File: src/rtl/stream_upsizer.sv
// Valid/ready width upsizer: packs RATIO narrow beats into one wide beat, flushing partials on s_last.
// Define STREAM_UPSIZER_MSB_FIRST_EN to fill lanes from RATIO-1 downward instead of from lane 0 upward.
`timescale 1ns/1ps
module stream_upsizer #(
  parameter int IN_W  = 32,
  parameter int RATIO = 4
) (
  input  logic                  clk,
  input  logic                  rstn,
  input  logic                  s_valid,
  input  logic [IN_W-1:0]       s_data,
  input  logic                  s_last,
  output logic                  s_ready,
  output logic                  m_valid,
  output logic [IN_W*RATIO-1:0] m_data,
  output logic [RATIO-1:0]      m_keep,
  output logic                  m_last,
  input  logic                  m_ready
);
  localparam int CW = $clog2(RATIO);

  typedef enum logic {FILL, HOLD} state_t;

  state_t        state;
  logic [CW-1:0] cnt;
  logic [CW-1:0] lane;

`ifdef STREAM_UPSIZER_MSB_FIRST_EN
  localparam logic [CW-1:0] FIRST = CW'(RATIO - 1);
  assign lane = ~cnt;  // RATIO is a power of 2, so ~cnt == RATIO-1-cnt
`else
  localparam logic [CW-1:0] FIRST = '0;
  assign lane = cnt;
`endif

  // In HOLD the input slot frees up exactly when the wide beat drains.
  assign s_ready = (state == FILL) || m_ready;

  always_ff @(posedge clk or negedge rstn) begin
    if (!rstn) begin
      state   <= FILL;
      cnt     <= '0;
      m_valid <= 1'b0;
      m_data  <= '0;
      m_keep  <= '0;
      m_last  <= 1'b0;
    end else begin
      case (state)
        FILL: begin
          if (s_valid) begin
            m_data[lane*IN_W +: IN_W] <= s_data;
            m_keep[lane]              <= 1'b1;
            if (cnt == CW'(RATIO - 1) || s_last) begin
              state   <= HOLD;
              m_valid <= 1'b1;
              m_last  <= s_last;
              cnt     <= '0;
            end else begin
              cnt <= cnt + 1'b1;
            end
          end
        end
        HOLD: begin
          if (m_ready) begin
            if (s_valid) begin
              // Drain and start the next word in the same cycle; stale lanes are zeroed.
              m_data                     <= '0;
              m_data[FIRST*IN_W +: IN_W] <= s_data;
              m_keep                     <= '0;
              m_keep[FIRST]              <= 1'b1;
              if (s_last) begin
                m_last <= 1'b1;
                cnt    <= '0;
              end else begin
                state   <= FILL;
                m_valid <= 1'b0;
                m_last  <= 1'b0;
                cnt     <= CW'(1);
              end
            end else begin
              state   <= FILL;
              m_valid <= 1'b0;
              m_data  <= '0;
              m_keep  <= '0;
              m_last  <= 1'b0;
            end
          end
        end
        default: state <= FILL;
      endcase
    end
  end
endmodule

File: config.mk
export PLATFORM = sky130hd
export DESIGN_NAME = stream_upsizer
export DESIGN_NICKNAME = d
export VERILOG_FILES = /design/src/rtl/stream_upsizer.sv
export SDC_FILE = /design/constraint.sdc
export NUM_CORES = 1
export LEC_CHECK = 0
export CORE_AREA = 2 2 122 124
export DETAILED_ROUTE_END_ITERATION = 7
export DIE_AREA = 0 0 124 126
export PLACE_DENSITY_LB_ADDON = 0.2
export RECOVER_POWER = 100
export SYNTH_ARGS = -nofsm -noshare
export SYNTH_HDL_FRONTEND = slang
export SYNTH_SLANG_ARGS = --single-unit
export TNS_END_PERCENT = 1
File: constraint.sdc
create_clock -name clk -period 1.9 [get_ports clk]
set_input_delay 0.38 -clock clk [delete_from_list [all_inputs] [get_ports clk]]
set_output_delay 0.38 -clock clk [all_outputs]
set_load 0.03 [all_outputs]
=== Word-level counts from Yosys, hierarchy flattened ===
Index checks and enable logic that the tools add are counted.

* Register bits: 137
* Input port bits: 37
* Output and inout bits: 135

* Add/sub/neg operators: 2
* Order comparisons: 2
* Eq/ne operators: 6
* Shift-type cells: 2
* Muxes and demuxes: 33
* Bitwise gates (word level): 2
* Reductions and logical operators: 7

{| class="wikitable"
|+ Operators by type and width
! operator !! number
|-
| $mux W128 || 2
|-
| $pmux W128 S2 || 1
|-
| $bwmux W128 || 1
|-
| $shift A32 B34 Y128 const A || 1
|-
| $shiftx A32 B34 Y128 || 1
|-
| $neg A7 Y34 || 1
|-
| $mux W32 || 1
|-
| $mux W1 || 16
|-
| $mux W2 || 4
|-
| $mux W4 || 2
|-
| $pmux W4 S2 || 1
|-
| $ne A2 B2 Y1 const B || 3
|-
| $pmux W1 S2 || 3
|-
| $reduce_and A3 Y1 || 2
|-
| $or A4 B4 Y4 || 1
|-
| $pmux W2 S2 || 1
|-
| $reduce_and A4 Y1 || 1
|-
| $lt A2 B3 Y1 const B || 1
|-
| $ne A3 B3 Y1 const B || 1
|-
| $add A2 B1 Y2 const B || 1
|-
| $demux W1 S2 || 1
|-
| $eq A2 B2 Y1 const B || 1
|-
| $ge A2 B1 Y1 const B || 1
|-
| $logic_or A1 B1 Y1 || 2
|-
| other kinds (4) || 4
|}

=== Depth between registers and ports, before layout ===
* Word-level depth: 7
* Depth in mapped cells: 8
* Mapped depth without buffers: 5

=== Worst setup path after synthesis ===
OpenSTA, ideal clock, no wires.

* Kind: register -> register
* Start point: reg cnt[0]
* End point: reg m_data[78]
* Setup time: 0.128 ns
* Data arrival time: 1.787 ns
* Setup slack: -0.015 ns
* Cell stages (with the launch flop): 8
* Path buffers: 2
* Clock period less this slack: 1.915 ns
* Cells stage by stage: dfrtp_1 -> buf_2 -> inv_1 -> ha_1 -> nor3b_4 -> clkbuf_2 -> and3_1 -> mux2_1

* Word-level cells in the longest chain between the ends: 5
* Elaborated cells between the ends (all ways): 6

{| class="wikitable"
|+ Ends and longest elaborated chain
! what !! line !! source
|-
| start: declaration || 25 || <nowiki>logic [CW-1:0] cnt;</nowiki>
|-
| start signal: assignment || 59 || <nowiki>cnt <= cnt + 1'b1;</nowiki>
|-
| $neg A7 Y34 * || 51 || <nowiki>m_data[lane*IN_W +: IN_W] <= s_data;</nowiki>
|-
| $shiftx A32 B34 Y128 / $shift A32 B34 Y128 (equally long branches) || 51 ||
|-
| $bwmux W128 * || 51 ||
|-
| $mux W128 * || 50 || <nowiki>if (s_valid) begin</nowiki>
|-
| $pmux W128 S2 * || 48 || <nowiki>case (state)</nowiki>
|-
| end signal: indexed assignment || 51 ||
|-
| end signal: indexed assignment || 68 || <nowiki>m_data[FIRST*IN_W +: IN_W] <= s_data;</nowiki>
|-
| end: declaration || 15 || <nowiki>output logic [IN_W*RATIO-1:0] m_data,</nowiki>
|}

Every way passes the cells marked *; elsewhere a longest branch is shown, timed or not. The select of a mux whose other input is x is not followed.
A chain may end at the register's enable or synchronous reset.

=== Worst setup path in the final report ===
* Start point: reg m_data[95]
* End point: out m_data[95]

No word-level cell between the ends.

==> metrics.md <==
| Metric | Value |
|---|---|
| Status | completed |
| Avg Cell Area, Syn | 12.2 µm² |
| Final core utilization | 0.607 |
| Final instance area | 8690 µm² |
| First-pass GRT wire length | 27.9 mm |
| Total routed wirelength | 18.0 mm |
| Setup slack after layout | 0.0366 ns |
| CTS tree | done |
| Ys async rst share | 1.00 |
| # diodes | 0 |
| Drt pass-1 iters | 5 |
| Drt drc | 0 |
| Leakage | 0.00417 µW |
| Worst setup path startpoint | m_data[95]$_DFFE_PN0P_ |
| Slew Limit Fails | 0 |
| Largest family of logic cells by synthesized area | simple AND/OR/NAND/NOR gates |
| FF-to-FF Start | cnt[0]$_DFFE_PN0P_ |
| Io pins | 172 |
| Root Driver | clkbuf_16 |
| ANT nets after route | 0 |
| Worst EP arrival | 1.48 ns |
| Aggregate global-route resource usage | 0.236 |
| Min Tclk post-route | 1.86 ns |
| Synth top area cells | dfrtp_1 57%, and3_1 6.6%, mux2i_1 5.3% |
| Half-perimeter wire length after placement | 12.1 mm |
| Layout fillers | 1212 |
| Initial antenna violation count | 0 |
| Adder-Cell Fraction of Synth Area | 0.0165 |
| Clock-pin slew on the worst setup and hold paths | 0.06 ns |
| CP Cell Sequence | clkdlybuf4s50_1 |
| Yosys top cell by area | dfrtp_1 |
| Family with the most delay on the worst path | buffers and inverters |
| Slowest-stage cell, CP | clkdlybuf4s50_1 |
| RSZ-0062 raised after global routing | false |
| Synth warn | 0 |
| Cell Area, Synth | 6050 µm² |
| Compound-cell area share of the yosys netlist | 0.119 |
| Setup_tns | 0 ns |
| Top-area cell type share of the netlist area | 0.567 |
| Syn Nets | 539 |
| Pint | 6770 µW |
| Syn Inst Count | 494 |
| H-Tree Depth | 4 |
| Clk sink count | 137 |
| GRT overflow | 0 |
| WL/cell | 20.4 µm |
| Post-synth EDFFs | 0 |
| PwrDens | 1210 nW/µm² |
| Least-Margin Pin Slew | 0.848 ns |
| RD Place Congestion | 0.795 |
| Part of the power in combinational logic | 0.368 |
| Post-Synth XOR/XNOR Area | 0 |
| Psw | 3780 µW |
| Core Area | 14300 µm² |
| Critical path class | reg2out |
| Clock power frac | 0.292 |
| Die H | 126 µm |
| CP peak stage delay | 0.72 ns |
| Setup violators final | 0 |
| FMAX | 537 MHz |
| Die Wd | 124 µm |
| Sequential area share after synthesis | 0.567 |
| Vias | 4939 |
| Num CTS Buffers | 17 |
| Clock latency on the worst-skew pair | 0.42 ns |
| Synthesized flop and latch total | 137 |
| Clk buf depth | 2 |
| CP Capture Type | primary output |
| DRT iter0 DRCs | 312 |
| Layout Nets | 730 |
| Seq pwr share | 0.340 |
| Worst path bufs/invs | 1 |
| Worst EP required | 1.52 ns |
| Pre-CTS WS | -0.0697 ns |
| Vias/cell | 5.61 |
| CP Launch Type | flop |
| Main synth FF type | dfrtp_1 |
| Buffers on Ports | 171 |
| Final period utilization | 0.981 |
| Die area | 15600 µm² |
| Row count | 44 |
| Simple-gate portion of the synthesized area | 0.120 |
| Peak supply drop | 0.000705 V |
| Largest net degree at the start of global routing | 50 |
| Placed cell areas | 8180 µm² |
| Area grow syn2layout | 43.7% |
| Slew margin rel. | 0.435 |
| Commonest cells post-synth | 137 x dfrtp_1, 64 x and3_1, 38 x inv_1 |
| Post-synthesis mux area share | 0.113 |
| Worst-path fanout max | 2 |
| Sw frac | 0.358 |
| Setup Skew | 0.00950 ns |
| Initial Util | 0.423 |
| Hold crit path type | in2async |
| Most common cell in the netlist | dfrtp_1 |
| Post-synth cell types | 36 |
| Share of layout cells above drive strength 1 | 0.188 |
| Vias in the first global route | 5121 |
| Final Hold Vio Count | 0 |
| MaxCap Viol Count | 0 |
[power groups by stage]
| stage | Combinational, µW | Clock (µW) | Sequential [µW] |
|---|---|---|---|
| finish | 3880 | 3080 | 3580 |
| global route | 4120 | 3260 | 3630 |
| CTS | 3850 | 3140 | 3580 |
| detailed placement | 3820 | 0 | 3630 |
| global placement | 3760 | 0 | 3620 |
| floorplan | 1480 | 0 | 4330 |
[final timing paths]
path                                           to  slack [ns]  cells after the start
min                        m_data[48]$_DFFE_PN0P_        0.46                      2
min in group clk           m_data[74]$_DFFE_PN0P_        0.49                      1
max                                    m_data[95]        0.04                      1
max reg2reg                m_data[82]$_DFFE_PN0P_        0.06                      7
min reg2reg                m_data[74]$_DFFE_PN0P_        0.49                      1
max in group asynchronous      m_last$_DFFE_PN0P_        0.30                      3
[per-stage QoR]
stage | power, µW | hold WS, ns | std cells
2_1_floorplan | 5800 | 0.0844 | 494
3_3_place_gp | 7380 | 0.347 | 844
3_5_place_dp | 7450 | 0.348 | 844
4_1_cts | 10600 | 0.478 | 877
5_1_grt | 11000 | 0.498 | 881
6_report | 10500 | 0.461 | 881
[cell families after synthesis]
kind of cell / count (synthesis)
multiplexers: 64
adder cells (fa/ha/maj): 8
AND/OR/NAND/NOR: 115
flip-flops: 137
buffers and inverters: 84
AO/OA/AOI/OAI: 86
[flip-flops by register name, indices dropped and copies added (netlist names)]
register  flops
cnt           2
state         1
m_last        1
m_data      128
m_keep        4
m_valid       1
[area by class of cell]
| cell class | instances | area (µm²) | share of cell area |
|---|---|---|---|
| multi-input combinational | 273 | 2250 | 0.259 |
| clock inverter | 8 | 71.3 | 0.00821 |
| timing repair buffer | 218 | 2090 | 0.240 |
| inverter | 38 | 143 | 0.0164 |
| tap | 184 | 230 | 0.0265 |
| sequential | 137 | 3430 | 0.395 |
| clock buffer | 23 | 478 | 0.0550 |
[per-layer routing]
layer	track usage	wire length (µm)	up-vias
li1	-	-	2177
met1	0.309	7700	2549
met2	0.380	8720	187
met3	0.0670	1240	26
met4	0.0740	297	0
met5	0	0	-
[cells in the final DEF, fill, tap and decap left out, drive strengths merged, types with 2 or more instances in the layout]
cell type      count
clkbuf            45
a21oi              6
a21o               2
ha                 8
a22o              36
and3              64
clkinv             6
nand3b             2
o22ai              4
inv               38
mux2              32
nor2b              3
o21ai              2
nor3b              2
mux2i             32
buf               39
nand4             32
a31o              33
dfrtp            137
clkdlybuf4s50    155
nand2              7
[timing repair]
item / in CTS / in global routing
cloned: 0 / 1
resized for setup: 1 / 18
hold endpoints to repair: 45 / 0
hold buffers: 1 / 0
endpoints found under the setup margin: 3 / 51
setup buffers: 1 / 3
(Power assumes the default switching activity.)
